## config.mk

```make
export PLATFORM = sky130hd
export DESIGN_NAME = csa_stream_accumulator
export DESIGN_NICKNAME = d
export VERILOG_FILES = /design/src/rtl/csa_acc_pkg.sv /design/src/rtl/csa_stream_accumulator_csa.sv /design/src/rtl/csa_stream_accumulator.sv
export SDC_FILE = /design/constraint.sdc
export NUM_CORES = 1
export LEC_CHECK = 0
export BUFFER_PORTS_ARGS = -buffer_cell sky130_fd_sc_hd__buf_2
export CORE_ASPECT_RATIO = 1.2
export CORE_MARGIN = 1
export CORE_UTILIZATION = 55
export DETAILED_ROUTE_END_ITERATION = 7
export PLACE_DENSITY = 0.74
export SETUP_SLACK_MARGIN = 0.4
export SYNTH_ARGS = -nofsm -noshare
export SYNTH_HDL_FRONTEND = slang
export SYNTH_HIERARCHICAL = 1
export SYNTH_SLANG_ARGS = --single-unit
```

## constraint.sdc

```tcl
create_clock -name clk -period 5.9 [get_ports clk]
set_clock_uncertainty 0.05 [all_clocks]
set_input_delay 0.59 -clock clk [delete_from_list [all_inputs] [get_ports clk]]
set_output_delay 0.59 -clock clk [all_outputs]
set_load 0.01 [all_outputs]
```

## src/rtl/csa_acc_pkg.sv

```systemverilog
// Shared types and helpers for the carry-save stream accumulator.
// Holds the FSM state encoding, the fixed datapath width and the majority function.
package csa_acc_pkg;

    localparam int WIDTH = 32;

    typedef enum logic [1:0] {
        IDLE    = 2'd0,
        ACCUM   = 2'd1,
        RESOLVE = 2'd2,
        HOLD    = 2'd3
    } state_e;

    // Bitwise majority: the carry output of a row of full adders.
    function automatic logic [WIDTH-1:0] maj3(input logic [WIDTH-1:0] a,
                                              input logic [WIDTH-1:0] b,
                                              input logic [WIDTH-1:0] c);
        return (a & b) | (a & c) | (b & c);
    endfunction

endpackage

```

## src/rtl/csa_stream_accumulator_csa.sv

```systemverilog
// 32-bit resolve adder: S = X + Y + Cin with carry-out and signed overflow.
// Purely combinational; the accumulator registers its outputs.
module csa_stream_accumulator_csa
    import csa_acc_pkg::*;
(
    input  logic [WIDTH-1:0] x,
    input  logic [WIDTH-1:0] y,
    input  logic             cin,
    output logic [WIDTH-1:0] s,
    output logic             cout,
    output logic             of
);

    logic [WIDTH:0] total_s;

    // Full-width add; the extra bit becomes the carry-out.
    always_comb begin
        total_s = {1'b0, x} + {1'b0, y} + {{WIDTH{1'b0}}, cin};
        s       = total_s[WIDTH-1:0];
        cout    = total_s[WIDTH];
        // Signed overflow: like-signed operands give an opposite-signed result.
        of      = (x[WIDTH-1] == y[WIDTH-1]) && (total_s[WIDTH-1] != x[WIDTH-1]);
    end

endmodule

```

## src/rtl/csa_stream_accumulator.sv

```systemverilog
// Streaming multi-operand accumulator: keeps the running total in sum/carry form
// (one 3:2 compression per beat) and resolves it with a single carry-propagate add.
module csa_stream_accumulator
    import csa_acc_pkg::*;
#(
    parameter int CNT_W = 8
) (
    input  logic             clk,
    input  logic             rst_n,
    input  logic             in_valid,
    output logic             in_ready,
    input  logic [WIDTH-1:0] in_data,
    input  logic             in_last,
    input  logic             in_cin,
    output logic             out_valid,
    input  logic             out_ready,
    output logic [WIDTH-1:0] out_sum,
    output logic             out_cout,
    output logic             out_of,
    output logic             out_wrap,
    output logic [CNT_W-1:0] out_count
);

    localparam logic [CNT_W-1:0] CNT_ONE = {{(CNT_W-1){1'b0}}, 1'b1};
    localparam logic [CNT_W-1:0] CNT_MAX = {CNT_W{1'b1}};

    state_e           state_q, state_d;
    logic [WIDTH-1:0] sum_q, sum_d;
    logic [WIDTH-1:0] carry_q, carry_d;
    logic             cin_q, cin_d;
    logic             wrap_q, wrap_d;
    logic [CNT_W-1:0] cnt_q, cnt_d;
    logic [WIDTH-1:0] res_sum_q, res_sum_d;
    logic             res_cout_q, res_cout_d;
    logic             res_of_q, res_of_d;
    logic             res_wrap_q, res_wrap_d;
    logic [CNT_W-1:0] res_cnt_q, res_cnt_d;

    logic             accept_s;
    logic [WIDTH-1:0] carry_sh_s;
    logic [WIDTH-1:0] add_s_s;
    logic             add_cout_s;
    logic             add_of_s;

    assign carry_sh_s = {carry_q[WIDTH-2:0], 1'b0};

    csa_stream_accumulator_csa u_csa (
        .x    (sum_q),
        .y    (carry_sh_s),
        .cin  (cin_q),
        .s    (add_s_s),
        .cout (add_cout_s),
        .of   (add_of_s)
    );

    // Handshake flags decoded straight from the state register.
    always_comb begin
        in_ready  = (state_q == IDLE) || (state_q == ACCUM);
        out_valid = (state_q == HOLD);
        accept_s  = in_valid & in_ready;
    end

    // Next-state and datapath update for the accumulate/resolve/hold sequence.
    always_comb begin
        state_d    = state_q;
        sum_d      = sum_q;
        carry_d    = carry_q;
        cin_d      = cin_q;
        wrap_d     = wrap_q;
        cnt_d      = cnt_q;
        res_sum_d  = res_sum_q;
        res_cout_d = res_cout_q;
        res_of_d   = res_of_q;
        res_wrap_d = res_wrap_q;
        res_cnt_d  = res_cnt_q;
        case (state_q)
            IDLE: begin
                if (accept_s) begin
                    sum_d   = in_data;
                    carry_d = {WIDTH{1'b0}};
                    cin_d   = in_cin;
                    wrap_d  = 1'b0;
                    cnt_d   = CNT_ONE;
                    state_d = in_last ? RESOLVE : ACCUM;
                end else begin
                    state_d = IDLE;
                end
            end
            ACCUM: begin
                if (accept_s) begin
                    sum_d   = sum_q ^ carry_sh_s ^ in_data;
                    carry_d = maj3(sum_q, carry_sh_s, in_data);
                    // carry_q[31] falls off the top when shifted into weight 2^32.
                    wrap_d  = wrap_q | carry_q[WIDTH-1];
                    cnt_d   = (cnt_q == CNT_MAX) ? cnt_q : cnt_q + CNT_ONE;
                    state_d = in_last ? RESOLVE : ACCUM;
                end else begin
                    state_d = ACCUM;
                end
            end
            RESOLVE: begin
                res_sum_d  = add_s_s;
                res_cout_d = add_cout_s;
                res_of_d   = add_of_s;
                // Any weight-2^32 bit lost, including the final carry-out, marks a wrap.
                res_wrap_d = wrap_q | carry_q[WIDTH-1] | add_cout_s;
                res_cnt_d  = cnt_q;
                state_d    = HOLD;
            end
            HOLD: begin
                if (out_ready) begin
                    state_d = IDLE;
                end else begin
                    state_d = HOLD;
                end
            end
            default: begin
                state_d = IDLE;
            end
        endcase
    end

    // State and result registers; reset discards any partial packet.
    always_ff @(posedge clk or negedge rst_n) begin
        if (!rst_n) begin
            state_q    <= IDLE;
            sum_q      <= {WIDTH{1'b0}};
            carry_q    <= {WIDTH{1'b0}};
            cin_q      <= 1'b0;
            wrap_q     <= 1'b0;
            cnt_q      <= {CNT_W{1'b0}};
            res_sum_q  <= {WIDTH{1'b0}};
            res_cout_q <= 1'b0;
            res_of_q   <= 1'b0;
            res_wrap_q <= 1'b0;
            res_cnt_q  <= {CNT_W{1'b0}};
        end else begin
            state_q    <= state_d;
            sum_q      <= sum_d;
            carry_q    <= carry_d;
            cin_q      <= cin_d;
            wrap_q     <= wrap_d;
            cnt_q      <= cnt_d;
            res_sum_q  <= res_sum_d;
            res_cout_q <= res_cout_d;
            res_of_q   <= res_of_d;
            res_wrap_q <= res_wrap_d;
            res_cnt_q  <= res_cnt_d;
        end
    end

    assign out_sum   = res_sum_q;
    assign out_cout  = res_cout_q;
    assign out_of    = res_of_q;
    assign out_wrap  = res_wrap_q;
    assign out_count = res_cnt_q;

endmodule

```

Word-level counts from Yosys, hierarchy flattened
Index checks and enable logic that the tools add are counted.
{"block": "word_totals", "register_bits": 119, "in_bits": 38, "output_inout_bits": 45, "wordCells": 58}
{"block": "classes", "add_sub_neg": 3, "eq_ne": 9, "mux": 18, "bitwise": 10, "n_reduce_logical": 7}
{"op": "$mux 32", "count": 4}
{"op": "$pmux 32 s2", "count": 2}
{"op": "$and 32x32->32", "count": 3}
{"op": "$or 32x32->32", "count": 2}
{"op": "$xor 32x32->32", "count": 2}
{"op": "$add 32x32->33", "count": 1}
{"op": "$add 33x1->33", "count": 1}
{"op": "$mux 8", "count": 3}
{"op": "$pmux 8 s2", "count": 1}
{"op": "$add 8x1->8 const B", "count": 1}
{"op": "$eq 8x8->1 const B", "count": 1}
{"op": "$mux 2", "count": 4}
{"op": "$pmux 2 s4", "count": 1}
{"op": "$ne 2x2->1 const B", "count": 3}
{"op": "$eq 2x2->1 const B", "count": 2}
{"op": "$reduce_and 4->1", "count": 1}
{"op": "$reduce_and 3->1", "count": 1}
{"op": "$eq 2x1->1 const B", "count": 1}
{"op": "$logic_not 2->1", "count": 1}
{"op": "$mux 1", "count": 2}
{"op": "$or 1x1->1", "count": 2}
{"op": "$pmux 1 s2", "count": 1}
{"op": "$reduce_and 2->1", "count": 1}
{"op": "$reduce_bool 2->1", "count": 1}
{"op": "other kinds (5)", "count": 5}

Logic depth before layout (Yosys ltp)
{"block": "logic_depth", "depth_word": 5, "mapped_depth": 10, "ltp_nobuf": 10}

Hierarchy
The synthesis kept the hierarchy.
{"mod": "csa_stream_accumulator", "n_inst": 1, "cells_each": 504, "area_per_inst_um2": 5723.0, "seq_area_each_um2": 2977.9}
{"mod": "csa_stream_accumulator_csa", "n_inst": 1, "cells_each": 263, "area_per_inst_um2": 1830.5, "seq_area_each_um2": 0.0}

Worst setup path after synthesis
No wires, ideal clock.
{"block": "synth_path", "kind": "flip-flop to flip-flop", "start": "register sum_q[0]", "end": "register res_cout_q (netlist: out_cout)", "setup_time_ns": 0.125, "t_arrival_ns": 2.893, "required_ns": 5.725, "setup_slack_ns": 2.832, "stages_incl_launch_ff": 10, "path_buffers": 0, "period_less_slack_ns": 3.068, "path_cell_list": "dfrtp_1 > fa_1 > fa_1 > a21o_1 > a221o_1 > a21oi_4 > nor3_1 > or3_1 > a311o_1 > mux2_2"}
{"block": "synth_via", "elab_chain_cells": 2}
{"element": "from (decl)", "line_no": "csa_stream_accumulator.sv:28", "text": "logic [WIDTH-1:0] sum_q, sum_d;"}
{"element": "from (signal assigned)", "line_no": "csa_stream_accumulator.sv:127", "text": "sum_q <= {WIDTH{1'b0}};"}
{"element": "from (signal assigned)", "line_no": "csa_stream_accumulator.sv:139", "text": "sum_q <= sum_d;"}
{"element": "$add 32x32->33", "line_no": "csa_stream_accumulator_csa.sv:18", "text": "total_s = {1'b0, x} + {1'b0, y} + {{WIDTH{1'b0}}, cin};"}
{"element": "$add 33x1->33", "line_no": "csa_stream_accumulator_csa.sv:18"}
{"element": "named net add_cout_s", "line_no": "csa_stream_accumulator.sv:42", "text": "logic add_cout_s;"}
{"element": "to (signal assigned)", "line_no": "csa_stream_accumulator.sv:145", "text": "res_cout_q <= res_cout_d;"}
{"element": "to (decl)", "line_no": "csa_stream_accumulator.sv:34", "text": "logic res_cout_q, res_cout_d;"}
The timed path passes the listed nets, and every way through them passes these cells.
A chain may end at the register's enable or synchronous reset.

Worst setup path in the final report
Ends and elaborated chain as after synthesis.

==> flow_metrics.tcl <==
set metrics [dict create \
    synth_cell_types 61 \
    io_pins 83 \
    grt_pass1_wl_um 28500 \
    cts_resized 0 \
    cts_buffers 17 \
    async_flop_share_pct 100.0 \
    timing.fmax_ghz 0.3039 \
    layout.nets 949 \
    cp.required_ns 6.15 \
    ir_worst_vdd_uv 432.8 \
    multiInputGateArea_um2 4014 \
    period_needed_ns 3.290 \
    overflow 0 \
    synth-warning-count 6 \
    synth-edff-count 0 \
    tns_ns 0 \
    avgSynthCellArea_um2 9.848 \
    start_util_pct 56.81 \
    gp_congestion 0.8988 \
    r2r_end "out_cout" \
    clock_power_share_pct 19.2 \
    synth_nets 871 \
    viasPerCell 5.777 \
    clkTransAtPathRegs_ns 0.05 \
    detail-route-antenna-nets 0 \
    antenna_found_initial 1 \
    report.final.setup_viol 0 \
    cell_internal_pwr_mw 2.862 \
    routed_wl_um 17330 \
    num_rows 46 \
    status "finished clean" \
    die_x_um 109.0 \
    die_h_um 130.4 \
    htree_levels 4 \
    maxSlewViolCount 0 \
    root_buffer "clkbuf_16" \
    seqCellArea_um2 2979 \
    place_inst 994 \
    synthToLayoutAreaGrowth_pct 13.53 \
    cp.arrival_ns 3.54 \
    coreArea_um2 13300 \
    post_cts_buffers 0 \
    stdcell_count 1024 \
    cts_sinks 119 \
    rr_worst_depth 9 \
    rr_startpoint "sum_q[0]" \
    path_class "reg2reg" \
    first_pass_iters 5 \
    grt_max_degree 67 \
    fill_cells 1052 \
    r2r_slack_ns 2.61 \
    max_slew.worst_pin.slew_ns 0.7910 \
    cp_max_fo 4 \
    synth_ff_type "dfrtp_1" \
    vias 5916 \
    relSlewSlack_pct 47.27 \
    hold_path.class "in2async" \
    combPwrFrac_pct 52.2 \
    first_global_vias 5953 \
    drtIter0Drc 290 \
    cts_tree "yes" \
    hold_buffers 0 \
    sequentialPowerShare_pct 28.6 \
    power.density_nw_per_um2 579.6 \
    cellLeakagePower_nw 4.163 \
    cp-end-kind "flip-flop" \
    worstSkewPairLatency_ns 0.43 \
    syn_inst 767 \
    rsz0062_at_grt "false" \
    maxCapViolCount 0 \
    ys_seq_elements 119 \
    hold_violations 0 \
    routedWlPerCell_um 16.92 \
    drc_errors 0 \
    p_switching_mw 2.108 \
    clockBufferDepth 2 \
    track_usage_pct 26.54 \
    syn-cell-area_um2 7553 \
    die_area_um2 14210 \
    ys_seq_area_share_pct 39.42 \
    cp-start-kind "flip-flop" \
    io_buffers 82 \
    finalCritPeriodShare_pct 55.77 \
    sw_frac_of_total_pct 42.42 \
    antenna_cells 0 \
    dpl.hpwl_um 12710 \
    drive_gt1_share_pct 19.39 \
]
==> sequential cells by signal, indices dropped and copies added (netlist names) <==
register and flops:
out_cout 1, cnt_q 8, out_count 8, cin_q 1, sum_q 32, out_of 1, carry_q 32, out_wrap 1
wrap_q 1, state_q 2, out_sum 32
==> Yosys cell counts (4+ instances only) <==
master	number	area share (%)
nor2_1	20	0.99
nor3_1	10	0.66
a31oi_1	7	0.58
ha_1	33	5.5
a21oi_1	43	2.8
o211ai_1	6	0.60
xnor2_1	19	2.2
o22ai_1	30	2.5
o21ai_1	7	0.46
buf_2	15	0.99
and3_1	7	0.58
dfrtp_1	119	39
xor2_1	8	0.93
nand4_1	8	0.66
inv_1	101	5.0
fa_1	33	8.7
o21bai_1	5	0.50
and2_1	5	0.41
nand3_1	14	0.93
mux2_1	4	0.60
mux2_2	40	6.0
clkbuf_1	6	0.30
buf_8	4	0.80
nand2_1	77	3.8
o21ai_0	58	3.8
a21o_1	10	0.99
mux2i_1	26	3.4
==> area by class of cell <==
| class | count | area share, % |
|---|---|---|
| clock buffers | 20 | 5.325 |
| inverters | 102 | 4.465 |
| clock inverters | 10 | 0.9629 |
| repair buffers | 87 | 5.252 |
| flip-flops and latches | 119 | 34.74 |
| multi-input cells | 518 | 46.80 |
| well taps | 168 | 2.451 |
==> metal layers <==
layer	up-vias	global-route usage, %	wire [µm]
met5	-	0	0
met4	0	9.539	290
met3	25	6.151	831
met2	153	45.62	8729
met1	2928	32.60	7475
li1	2810	-	-
==> power by group through the flow <==
stage          logic [mW]  registers [mW]  clock network [mW]
6_report             2.60            1.42               0.956
5_1_grt              2.91            1.47                1.00
4_1_cts              2.60            1.42               0.968
3_5_place_dp         2.57            1.43                   0
3_3_place_gp         2.46            1.42                   0
2_1_floorplan        1.92            1.40                   0
==> how the worst max path moves through the flow <==
stage | from | end | slack, ns | cells after the start
after floorplan | sum_q[0] | out_cout | 2.83 | 9
after global placement | sum_q[0] | out_cout | 2.69 | 9
after detailed placement | sum_q[0] | out_cout | 2.62 | 9
after CTS | sum_q[0] | out_cout | 2.61 | 9
after global routing | sum_q[0] | out_wrap | 2.47 | 10
final | sum_q[0] | out_cout | 2.61 | 9
==> critical path, stage by stage, from the launching register on <==
cell and delay (ns):
dfrtp_1 0.41, fa_1 0.44, fa_1 0.42, a21o_1 0.21
a221o_1 0.44, a21oi_4 0.22, nor3_1 0.10, or3_1 0.32
a311o_1 0.29, mux2_2 0.27
==> kinds of logic (layout without fill, tap and decap cells) <==
| group | after synthesis | after routing | synth area share (%) |
|---|---|---|---|
| AND/OR/NAND/NOR | 160 | 160 | 9.906 |
| XOR/XNOR | 27 | 27 | 3.131 |
| multiplexers | 70 | 70 | 10.00 |
| adder cells (fa/ha/maj) | 66 | 66 | 14.21 |
| buffers and inverters | 130 | 219 | 7.454 |
| AO/OA/AOI/OAI | 194 | 194 | 15.82 |
| flip-flops | 119 | 119 | 39.42 |
| other | 1 | 1 | 0.04965 |
==> layout by cell type (no fill, tap or decap), drive strengths merged, types with 2 or more instances in the layout <==
| master | count |
|---|---|
| o21a | 2 |
| fa | 33 |
| o21ai | 67 |
| and4 | 2 |
| xnor2 | 19 |
| and3 | 7 |
| and2b | 2 |
| o22ai | 30 |
| xor2 | 8 |
| o21bai | 5 |
| a211oi | 2 |
| clkbuf | 20 |
| nand3 | 14 |
| clkinv | 6 |
| nand4 | 8 |
| or3 | 2 |
| dfrtp | 119 |
| a21oi | 44 |
| and2 | 5 |
| o31ai | 3 |
| ha | 33 |
| or4 | 3 |
| nor3 | 10 |
| inv | 102 |
| mux2i | 26 |
| a31oi | 7 |
| nand2b | 3 |
| a21boi | 3 |
| nor2b | 2 |
| o221ai | 3 |
| mux2 | 44 |
| o211ai | 6 |
| a221oi | 3 |
| a21o | 10 |
| nor2 | 21 |
| buf | 87 |
| nand2 | 77 |
| clkinvlp | 3 |
==> metrics by stage <==
step                total power [mW]  utilization [%]  hold WS (ns)  cell area (µm²)  setup WS (ns)
floorplan                      3.324                -        0.2444             7553          2.832
global placement               3.880            60.45        0.4136             8036          2.693
detailed placement             4.004            60.45        0.4383             8036          2.617
CTS                            4.987            64.50        0.2288             8576          2.614
global route                   5.376            64.50        0.2723             8576          2.470
finish                         4.970            64.50        0.1928             8576          2.610
(Power assumes the default switching activity.)
